### src/rtl/scie_pkg.sv
// Shared opcodes, command/state enums and the FIFO entry layout for the
// SCIE command sequencer.
package scie_pkg;

   localparam logic [6:0] OPC_LOAD_COEF = 7'h0B;
   localparam logic [6:0] OPC_PUSH      = 7'h2B;
   localparam logic [6:0] OPC_READ      = 7'h5B;

   typedef enum logic [1:0] {
      CMD_LOAD_COEF,
      CMD_PUSH,
      CMD_READ,
      CMD_ILLEGAL
   } cmd_e;

   typedef enum logic [2:0] {
      ST_IDLE,
      ST_ISSUE,
      ST_GAP,
      ST_WAIT_RD,
      ST_RESP
   } state_e;

   typedef struct packed {
      logic [31:0] insn;
      logic [63:0] rs1_real;
      logic [63:0] rs1_imag;
      logic [31:0] rs2;
      logic [4:0]  tag;
   } cmd_entry_t;

   function automatic cmd_e decode_cmd(input logic [6:0] opcode);
      case (opcode)
         OPC_LOAD_COEF: return CMD_LOAD_COEF;
         OPC_PUSH:      return CMD_PUSH;
         OPC_READ:      return CMD_READ;
         default:       return CMD_ILLEGAL;
      endcase
   endfunction

endpackage

### src/rtl/scie_cmd_fifo.sv
// Command FIFO: DEPTH entries (power of two), wrapping pointers plus an
// occupancy counter. No bypass path; callers never push when full or pop when empty.
module scie_cmd_fifo
   import scie_pkg::*;
#(
   parameter int DEPTH = 4
) (
   input  logic       clock,
   input  logic       reset,
   input  logic       push,
   input  cmd_entry_t data_in,
   input  logic       pop,
   output cmd_entry_t data_out,
   output logic       full,
   output logic       empty
);

   localparam int          AW         = $clog2(DEPTH);
   localparam logic [AW:0] FULL_COUNT = (AW + 1)'(DEPTH);

   cmd_entry_t    mem [DEPTH];
   logic [AW-1:0] wr_ptr;
   logic [AW-1:0] rd_ptr;
   logic [AW:0]   count;

   // NOTE: the storage array is deliberately not reset; validity is tracked
   // by count alone, so clearing the data would only cost flops and routing.
   always_ff @(posedge clock) begin
      if (push) mem[wr_ptr] <= data_in;
   end

   // NOTE: sequential state uses non-blocking assignments so every register
   // samples pre-edge values regardless of statement order.
   always_ff @(posedge clock) begin
      if (reset) begin
         wr_ptr <= '0;
         rd_ptr <= '0;
         count  <= '0;
      end else begin
         if (push) wr_ptr <= wr_ptr + 1'b1;
         if (pop)  rd_ptr <= rd_ptr + 1'b1;
         case ({push, pop})
            2'b10:   count <= count + 1'b1;
            2'b01:   count <= count - 1'b1;
            default: count <= count;
         endcase
      end
   end

   assign data_out = mem[rd_ptr];
   assign full     = (count == FULL_COUNT);
   assign empty    = (count == '0);

endmodule

### src/rtl/scie_cmd_sequencer.sv
// Queues core commands and issues them one at a time to SCIEPipelined,
// honouring the PUSH gap and a single outstanding READ. Optional perf
// counters are enabled by defining SCIE_SEQ_PERF_EN.
module scie_cmd_sequencer
   import scie_pkg::*;
#(
   parameter int DEPTH    = 4,
   parameter int READ_LAT = 1,
   parameter int PUSH_GAP = 1
) (
   input  logic        clock,
   input  logic        reset,
   input  logic        in_valid,
   output logic        in_ready,
   input  logic [31:0] in_insn,
   input  logic [63:0] in_rs1_real,
   input  logic [63:0] in_rs1_imag,
   input  logic [31:0] in_rs2,
   input  logic [4:0]  in_tag,
   output logic        scie_valid,
   output logic [31:0] scie_insn,
   output logic [63:0] scie_rs1_real,
   output logic [63:0] scie_rs1_imag,
   output logic [31:0] scie_rs2,
   input  logic [63:0] scie_rd_real,
   input  logic [63:0] scie_rd_imag,
   output logic        resp_valid,
   input  logic        resp_ready,
   output logic [63:0] resp_real,
   output logic [63:0] resp_imag,
   output logic [4:0]  resp_tag,
   output logic        illegal,
   output logic        busy
`ifdef SCIE_SEQ_PERF_EN
   ,
   output logic [31:0] perf_issued,
   output logic [31:0] perf_stall
`endif
);

   localparam int               CNT_W    = 16;
   localparam logic [CNT_W-1:0] GAP_LAST = CNT_W'((PUSH_GAP > 0) ? PUSH_GAP - 1 : 0);
   localparam logic [CNT_W-1:0] RD_LAST  = CNT_W'((READ_LAT > 0) ? READ_LAT - 1 : 0);

   state_e           state;
   state_e           state_n;
   logic [CNT_W-1:0] cnt;
   cmd_entry_t       in_entry;
   cmd_entry_t       head;
   cmd_e             in_cmd;
   cmd_e             head_cmd;
   logic             full;
   logic             empty;
   logic             accept;
   logic             push;
   logic             pop;
   logic             capture;
   logic             illegal_q;
   logic [4:0]       cur_tag;
   logic [63:0]      resp_real_q;
   logic [63:0]      resp_imag_q;
   logic [4:0]       resp_tag_q;

   assign in_cmd   = decode_cmd(in_insn[6:0]);
   assign in_ready = !full && !reset;
   assign accept   = in_valid && in_ready;
   assign push     = accept && (in_cmd != CMD_ILLEGAL);
   assign in_entry = '{insn: in_insn, rs1_real: in_rs1_real, rs1_imag: in_rs1_imag,
                       rs2: in_rs2, tag: in_tag};

   scie_cmd_fifo #(.DEPTH(DEPTH)) u_fifo (
      .clock    (clock),
      .reset    (reset),
      .push     (push),
      .data_in  (in_entry),
      .pop      (pop),
      .data_out (head),
      .full     (full),
      .empty    (empty)
   );

   assign head_cmd = decode_cmd(head.insn[6:0]);

   // NOTE: every signal written here gets a default first, so no path can
   // leave one unassigned and infer a latch.
   always_comb begin
      state_n = state;
      pop     = 1'b0;
      capture = 1'b0;
      case (state)
         ST_IDLE:    if (!empty) state_n = ST_ISSUE;
         ST_ISSUE: begin
            pop = 1'b1;
            case (head_cmd)
               CMD_PUSH: state_n = (PUSH_GAP == 0) ? ST_IDLE : ST_GAP;
               CMD_READ: state_n = ST_WAIT_RD;
               default:  state_n = ST_IDLE;
            endcase
         end
         ST_GAP:     if (cnt == GAP_LAST) state_n = ST_IDLE;
         ST_WAIT_RD: begin
            if (cnt == RD_LAST) begin
               capture = 1'b1;
               state_n = ST_RESP;
            end
         end
         ST_RESP:    if (resp_ready) state_n = ST_IDLE;
         default:    state_n = ST_IDLE;
      endcase
   end

   always_ff @(posedge clock) begin
      if (reset) begin
         state       <= ST_IDLE;
         cnt         <= '0;
         illegal_q   <= 1'b0;
         cur_tag     <= '0;
         resp_real_q <= '0;
         resp_imag_q <= '0;
         resp_tag_q  <= '0;
      end else begin
         state     <= state_n;
         illegal_q <= accept && (in_cmd == CMD_ILLEGAL);
         // The counter only runs while dwelling in a timed state.
         if ((state_n == state) && (state == ST_GAP || state == ST_WAIT_RD))
            cnt <= cnt + 1'b1;
         else
            cnt <= '0;
         if (pop) cur_tag <= head.tag;
         if (capture) begin
            resp_real_q <= scie_rd_real;
            resp_imag_q <= scie_rd_imag;
            resp_tag_q  <= cur_tag;
         end
      end
   end

   // Outputs are masked by reset so they read zero throughout the reset cycle.
   assign scie_valid    = (state == ST_ISSUE) && !reset;
   assign scie_insn     = scie_valid ? head.insn     : '0;
   assign scie_rs1_real = scie_valid ? head.rs1_real : '0;
   assign scie_rs1_imag = scie_valid ? head.rs1_imag : '0;
   assign scie_rs2      = scie_valid ? head.rs2      : '0;

   assign resp_valid = (state == ST_RESP) && !reset;
   assign resp_real  = resp_valid ? resp_real_q : '0;
   assign resp_imag  = resp_valid ? resp_imag_q : '0;
   assign resp_tag   = resp_valid ? resp_tag_q  : '0;

   assign illegal = illegal_q && !reset;
   assign busy    = (!empty || state != ST_IDLE) && !reset;

`ifdef SCIE_SEQ_PERF_EN
   logic [31:0] issued_q;
   logic [31:0] stall_q;

   always_ff @(posedge clock) begin
      if (reset) begin
         issued_q <= '0;
         stall_q  <= '0;
      end else begin
         if (state == ST_ISSUE && issued_q != '1) issued_q <= issued_q + 1'b1;
         if (in_valid && !in_ready && stall_q != '1) stall_q <= stall_q + 1'b1;
      end
   end

   assign perf_issued = reset ? '0 : issued_q;
   assign perf_stall  = reset ? '0 : stall_q;
`endif

endmodule

### config.mk
export PLATFORM = sky130hd
export DESIGN_NAME = scie_cmd_sequencer
export DESIGN_NICKNAME = d
export VERILOG_FILES = /design/src/rtl/scie_pkg.sv /design/src/rtl/scie_cmd_fifo.sv /design/src/rtl/scie_cmd_sequencer.sv
export SDC_FILE = /design/constraint.sdc
export NUM_CORES = 1
export LEC_CHECK = 0
export ABC_CLOCK_PERIOD_IN_PS = 6400
export CORE_MARGIN = 5
export CORE_UTILIZATION = 48
export DETAILED_ROUTE_END_ITERATION = 8
export PLACE_DENSITY_LB_ADDON = 0.05
export SYNTH_ARGS = -nofsm -noshare
export SYNTH_HDL_FRONTEND = slang
export SYNTH_SLANG_ARGS = --single-unit
### constraint.sdc
create_clock -name clock -period 6.4 [get_ports clock]
set_input_delay 0.64 -clock clock [delete_from_list [all_inputs] [get_ports clock]]
set_output_delay 0.64 -clock clock [all_outputs]
set_load 0.02 [all_outputs]
==> results.txt, run 1 <==
- DIE HEIGHT: 291 um
* Max-slew violation count: 0
- Register-to-Register Path Depth: 8
* Number of antenna violations at the first check in global routing: 26
- The tree is rooted in a clkbuf_16.
- Max transition margin: 0.199
- Hold Vio Cnt, Final: 0
- For this run, the total global-route usage over all layers was measured as 0.210.
* Combined area of the multi-input logic cells: 0.0104 mm^2
* Ports placed on the boundary: 659
- From left edge to right edge, the die measures 291 um.
- Dividing the detail-routed wire length by the instance count gives 23.3 um.
- H-tree Lvls: 3
- IR analysis of the VDD net gives a maximum drop of 209 uV.
* Final cell area excluding filler cells: 0.0487 mm^2
- Number of enable-type register cells in the synthesized netlist: 788
- Placed Area: 0.0457 mm^2
- Summed over all layers, the routed wires come to 91,900 um.
- Share of final-layout standard cells stronger than drive strength 1: 0.129
* Via count of the first global-routing pass: 21,200
- Final min period: 4.87 ns
- In this design, the largest share of critical-path delay is due to simple AND/OR/NAND/NOR gates.
- Number of instances resized during post-cts repair: 0
- A synthesized cell averages 17.7 um^2.
- For this run, the post-layout net count is 3,141.
* Element type at the critical path end: output port
* Setup clock skew after layout: 0.0174 ns
* Sequential area share after synthesis: 0.710
* Slowest library cell on the worst path: and2b_4
* Type of the most critical hold path: in2reg
* Stages on the worst setup path: 5
- Of all nets on the critical path, the largest fanout is 95.
* Final period util: 0.761
- Synthesis instantiated 43 different standard cells from the library.
* Routability-driven placement congestion ratio: 0.800
* Placeable Area: 0.0787 mm^2
* TritonCTS buffer count: 98
* Worst path bufs/invs: 2
- Count of mapped cells out of synthesis: 2,154
* Minimum setup slack among reg-to-reg paths: 3.38 ns
- Summed over all cells, the static leakage comes to 15.4 nW.
- Post-CTS repair timing setup buffer count: 0
- Via total after detailed routing: 20,500
* Aggregate global routing overflow: 0
- Power Density: 255 mW/mm^2
- Run status: finished, final reports clean
- In this run, the number of DRC markers left after iteration 0 of detailed routing was 1,156.
- Setup total negative slack: 0 ns
- Unrepaired setup endpoints after global routing: no
- The number of hold buffers added after CTS was 0.
* Cell Chain, Critical Path: nor3b_2, and2b_4, buf_4, and2_1, clkdlybuf4s50_1
- TritonCTS clock tree: done
* Number of instances on the worst hold path: 2
- In the routed design, unresolved DRC markers number 0.
- Hold wc startpoint: reset
* Async set or reset register ratio after synthesis: 0
* Worst-case clock buffer depth: 3
* Synthesized Nets: 2,492
- Start point of the critical path: state[2]
- Setup violators final: 0
* Maximum clock frequency: 205 MHz
* Area enclosed by the die boundary: 0.0849 mm^2
* Largest net degree at the start of global routing: 135
- The worst setup path is launched from a flip-flop.
- Source-to-sink clock delay at the later pin of the worst-skew pair: 0.65 ns
- In this run the tool buffered the top-level ports with 658 buffer cells.
* Count of standard-cell rows: 103
- Yosys reg bits: 955
- The area growth from synthesis to layout is 28.2%.
* Max Cap Viol: 0
- Average via count per standard cell: 5.19
- Filler Cell Count: 5,814
- Final ANT Viol Nets: 0
- Endpoint required time on the critical path: 5.76 ns
- In the synthesized netlist the dominant register cell turns out to be edfxtp_1.
- Slowest cell delay on critical path: 0.96 ns
- Clock-pin slew was measured on the worst setup and hold paths at 0.06 ns.
- The first global-routing pass estimated 136,000 um of wire.
* Sinks on Clock Net: 955
* Warnings, synthesis: 0
* Worst Setup Path Type: reg2out
- The initial utilization of the core area, before any placement, comes to 0.483.
* Data arrival time of the critical path: 4.23 ns
- Detailed Place HPWL: 59,700 um
- Tightest Pin Transition: 1.20 ns
- Area used by sequential logic in the layout: 0.0270 mm^2
- The first detailed-routing pass ran for 5 iterations.
- The cell area that synthesis handed to floorplanning was 0.0380 mm^2.
==> placed cells by master (no fill, tap or decap), types with 5 or more instances in the layout <==
master	instances
clkinv_1	30
clkdlybuf4s50_1	657
buf_4	9
dfxtp_1	165
clkbuf_16	99
buf_12	13
inv_1	11
mux2i_1	138
clkinv_2	20
clkbuf_1	16
ha_1	8
nor2_1	38
xor2_1	11
mux4_2	197
and2_1	327
edfxtp_1	788
nand2_1	7
diode_2	16
nand2b_1	266
xnor2_1	7
nand4_1	8
a21oi_1	5
==> flip-flops by register name (all words and copies together) (netlist names), named ones only <==
| register | flops |
|---|---|
| u_fifo.mem | 788 |
| cur_tag | 5 |
| cnt | 16 |
| state | 3 |
| resp_tag_q | 5 |
| resp_imag_q | 64 |
| illegal_q | 1 |
| u_fifo.rd_ptr | 2 |
| resp_real_q | 64 |
| u_fifo.wr_ptr | 2 |
| u_fifo.count | 3 |
==> cells by family after synthesis <==
family / count (synthesis) / share of synthesized area
DFF: 955 / 0.710
and+or+nand+nor: 683 / 0.110
muxes: 337 / 0.154
buffers and inverters: 142 / 0.0170
xor gates and xnor gates: 18 / 0.00415
AOI/OAI and AO/OA: 10 / 0.00158
adders and majority gates: 9 / 0.00316
==> synthesized netlist by cell type, types with 2 or more instances <==
library cell	n	share of area
a21oi_1	5	0.00066
and2_1	331	0.054
and3_1	2	0.00033
and4_1	2	0.00046
and4b_1	2	0.00053
buf_2	28	0.0037
buf_4	7	0.0014
buf_6	7	0.0021
clkbuf_1	88	0.0087
dfxtp_1	167	0.088
edfxtp_1	788	0.62
ha_1	8	0.0026
inv_1	11	0.0011
mux2_2	2	0.00059
mux2i_1	138	0.036
mux4_2	197	0.12
nand2_1	7	0.00069
nand2b_1	266	0.044
nand3_1	4	0.00053
nand3b_1	2	0.00039
nand4_1	8	0.0013
nor2_1	39	0.0038
nor2b_1	3	0.00049
nor3_1	4	0.00053
nor4_1	4	0.00066
xnor2_1	7	0.0016
xor2_1	11	0.0025
==> final timing paths <==
kind,end
min reg2reg,resp_imag_q[45]
min,flip-flop
max reg2reg,state[1]
max,scie_insn[20]
==> final cells by class <==
class / count / share of cell area
timing repair buffer: 680 / 0.142
sequential: 955 / 0.554
antenna: 16 / 0.000822
clock buffer: 119 / 0.0532
clock inverter: 62 / 0.00870
tap: 1050 / 0.0270
inverter: 11 / 0.000847
multi-input combinational: 1057 / 0.213
==> power breakdown <==
part	total (mW)	internal, mW	switching [mW]
Clock	5.33	3.04	2.29
Combinational	0.370	0.235	0.135
Sequential	6.72	6.72	0.00279
Total	12.4	9.99	2.43
==> metrics by stage <==
step,utilization,cells,total power [mW],hold WS [ns],setup WS [ns]
after detailed placement,0.580,3753,7.22,0.457,2.10
after floorplan,-,2154,6.95,0.437,1.79
after global routing,0.619,3941,12.8,0.484,1.20
after global placement,0.580,3753,7.21,0.454,2.23
after CTS,0.618,3934,12.6,0.409,1.38
final,0.619,3950,12.4,0.454,1.53
==> per-layer routing <==
layer  wire [um]  global-route usage  up-vias
met5         122                   0        -
met4        2470              0.0651       18
met3        5900              0.0588      140
met2       47100               0.364      547
met1       36300               0.260    10400
li1            -                   -     9390
No activity file was read; power rests on OpenSTA's default activity.
==> inputs of run 2 (changes only) <==
ABC_CLOCK_PERIOD_IN_PS = 4200   (was 6400)
clock period = 4.2 ns   (was 6.4 ns; I/O delays follow)
==> run 2 against run 1 <==
Non-clock buffer count increased by 34. Clock power increased by 55%. Clock-buffer cell count increased by 9. First-iteration DRC count decreased by 4.2%. Critical path depth increased by 1. Via count increased by 0.76%. Die area unchanged. Core utilization increased by 0.65 points. Combinational power increased by 57%. Setup slack got worse by 0.86 ns. Total power increased by 54%. Sequential share of layout area decreased by 0.58 points. Highest routed layer unchanged.
==> results.txt, run 2 (same netlist as run 1, synthesis figures left out) <==
- Run status: finished, final reports clean
- The fraction of final layout cells with drive strength greater than 1 came to 0.137 (+0.00800).
* Tot GR Track Use: 0.215 (+0.00460)
- The number of antenna violations at the first check in global routing was 33 (+27%).
- The combined flip-flop and latch cell area was 0.0270 mm^2 (unchanged).
* Final period util: 0.841
- Timing would allow up to 283 MHz.
- The slew at the pin with the worst max-slew slack is 1.02 ns (-0.183 ns).
* Count of buffers inserted at the top-level ports: 658 (unchanged)
- End of the worst register-to-register path: u_fifo.mem[3][111]
- The largest individual stage delay along the critical path comes from the cell clkdlybuf4s50_1.
- The cell that appears most often on the critical path is buf_4.
- Final min period: 3.53 ns
- The flip-flop count of the largest register, all copies and words added is 788 (unchanged).
* Count of unresolved DRC violations after routing: 0 (unchanged)
- The startpoint identified for the worst register-to-register timing path is u_fifo.count[0].
* Hold Vio Cnt, Final: 0 (unchanged)
* Area enclosed by the die boundary: 0.0849 mm^2 (unchanged)
- The number of global-route vias before repair is 21,700 (+2.0%).
- Source-to-sink clock delay at the later pin of the worst-skew pair: 0.65 ns (about the same)
* Final ANT Viol Nets: 0 (unchanged)
- TritonCTS buffer count: 99 (+1.0%)
* Cell Chain, Critical Path: nor3b_2, buf_4, and2b_4, buf_4, and2_1, clkdlybuf4s50_1
- Static leakage power: 15.7 nW (+1.5%)
- The critical path is of the reg2out type.
- Detailed Place HPWL: 63,400 um (+6.1%)
- Hold wc startpoint: scie_rd_real[5]
* Final cell area excluding filler cells: 0.0493 mm^2 (+1.1%)
- Max-slew violation count: 0 (unchanged)
- Leaving out fill and tap cells, the most frequent cell in the layout is edfxtp_1.
- The buffer levels on the longest clock path was 3 (unchanged).
- The delay contributed by the slowest stage of the critical path came to 0.64 ns (-0.32 ns).
- Data arrival time of the critical path: 3.11 ns (-1.12 ns)
- Crit Path Max Fanout: 93 (-2.1%)
- The number of H-tree levels is 3 (unchanged).
- Filler Cell Count: 5,758 (-0.96%)
- Endpoint required time on the critical path: 3.78 ns (-1.98 ns)
- Clk Tree Root Cell: clkbuf_16
- The largest registers in the layout are u_fifo.mem: 788 flops, resp_imag_q: 64 flops, resp_real_q: 64 flops.
- The remaining global-route overflow is 0 (unchanged).
- Number of cells in the finished layout apart from fillers: 3,988 (+0.96%)
* Die X: 291 um (unchanged)
* Unrepaired setup endpoints after global routing: no
- Placeable Area: 0.0787 mm^2 (unchanged)
- The starting utilization of the core area came to 0.483 (unchanged).
* Minimum setup slack among reg-to-reg paths: 1.62 ns (-1.76 ns)
* Largest net degree at the start of global routing: 140 (+3.7%)
- The area of the multi-input gates was 0.0104 mm^2 (unchanged).
* Routability-driven placement congestion ratio: 0.783 (-2.1%)
- The count of standard-cell rows is 103 (unchanged).
- Relative to the synthesized area, the layout overhead comes to 29.5%.
* Final layout net count: 3,176 (+1.1%)
- The via count is 20,600 (+0.76%).
* DR WL/cell: 23.5 um (+1.0%)
- Number of instances on the worst hold path: 3 (+1)
- The cell depth of the worst flop-to-flop path is 5 (-3).
* Element type at the critical path end: output port
- Leaving out fill and tap cells, the most frequent cells in the layout are 788 x edfxtp_1, 657 x clkdlybuf4s50_1, 327 x and2_1.
- The average via count per standard cell is 5.18 (-0.20%).
- The overall routed net length was 93,700 um (+2.0%).
- The first-iteration detailed-routing DRC count is 1,107 (-4.2%).
- Counting flops per register, the top entry is u_fifo.mem.
- Instance count after placement with tap cells included: 3,786 (+0.88%)
* Hold-critical path endpoint: resp_real_q[5]
* Clock slew at reported path FFs: 0.06 ns (about the same)
- Max transition margin: 0.320 (+0.122)
- Type of the most critical hold path: in2reg
* Sinks on Clock Net: 955 (unchanged)
- Setup clock skew after layout: 0.0372 ns (+0.0199 ns)
- The total of cells resized after clock tree synthesis came to 0 (unchanged).
- TritonCTS clock tree: done
- First-pass GRT wire length: 139,000 um (+2.5%)
- Setup violators final: 0 (unchanged)
- The max capacitance violation total came to 0 (unchanged).
- STA classifies the critical path startpoint as a flip-flop.
* Placed Area: 0.0461 mm^2 (+0.95%)
- Power Density: 388 mW/mm^2 (+52%)
* First-pass iteration count of the detailed router: 5 (unchanged)
- Overall Power: 19.1 mW (+54%)
* DIE HEIGHT: 291 um (unchanged)
* Ports placed on the boundary: 659 (unchanged)
- Peak supply drop: 340 uV (+62%)
-- run 2: critical path, delay by kind of cell (launching register included) --
kind	cells	cell delay (ns)
simple gates	3	0.64
buf+inv	3	1.35
flops	1	0.38
-- run 2: final cells by class --
type                    count  share of cell area
diodes                     18            0.000915
clock buffers             128              0.0525
clock inverters            55              0.0101
inverters                  11            0.000838
multi-input cells        1057               0.211
flip-flops and latches    955               0.548
well taps                1050              0.0267
repair buffers            714               0.149
-- run 2: stage by stage --
stage               hold WS (ns)  setup slack, ns  TNS, ns  utilization
floorplan                  0.437           -0.185  -146.07            -
CTS                        0.298            0.554        0        0.625
global route               0.315            0.440        0        0.625
detailed placement         0.459             1.01        0        0.586
global placement           0.452             1.07        0        0.586
finish                     0.348            0.668        0        0.626
-- run 2: worst max path at each step --
stage                     startpoint                  to  cells after the start
after global placement    in_insn[6]  u_fifo.mem[3][141]                      6
after global routing        state[0]   scie_rs1_imag[17]                      6
after detailed placement  in_insn[4]  u_fifo.mem[3][141]                      6
after CTS                  flip-flop        scie_rs2[16]                      4
final                       state[0]   scie_rs1_imag[17]                      6
after floorplan                reset    u_fifo.mem[0][0]                      5
-- run 2: metal layers --
layer	global-route usage	vias to the layer above	wire (um)
met5	0	-	133
met4	0.0778	22	2820
met3	0.0617	160	6420
met2	0.363	607	47700
met1	0.268	10400	36600
li1	-	9465	-
-- run 2: power by group --
part | leakage [nW] | total (mW) | internal (mW) | switching [mW]
logic | 5.74 | 0.580 | 0.362 | 0.218
registers | 8.43 | 10.2 | 10.2 | 0.00296
clock network | 1.49 | 8.27 | 4.73 | 3.54
total | 15.7 | 19.1 | 15.3 | 3.76
-- run 2: what timing repair did --
item | in CTS | in global routing
buffers inserted | 0 | 0
endpoints found under the hold margin | 1 | 0
hold buffers | 1 | 0
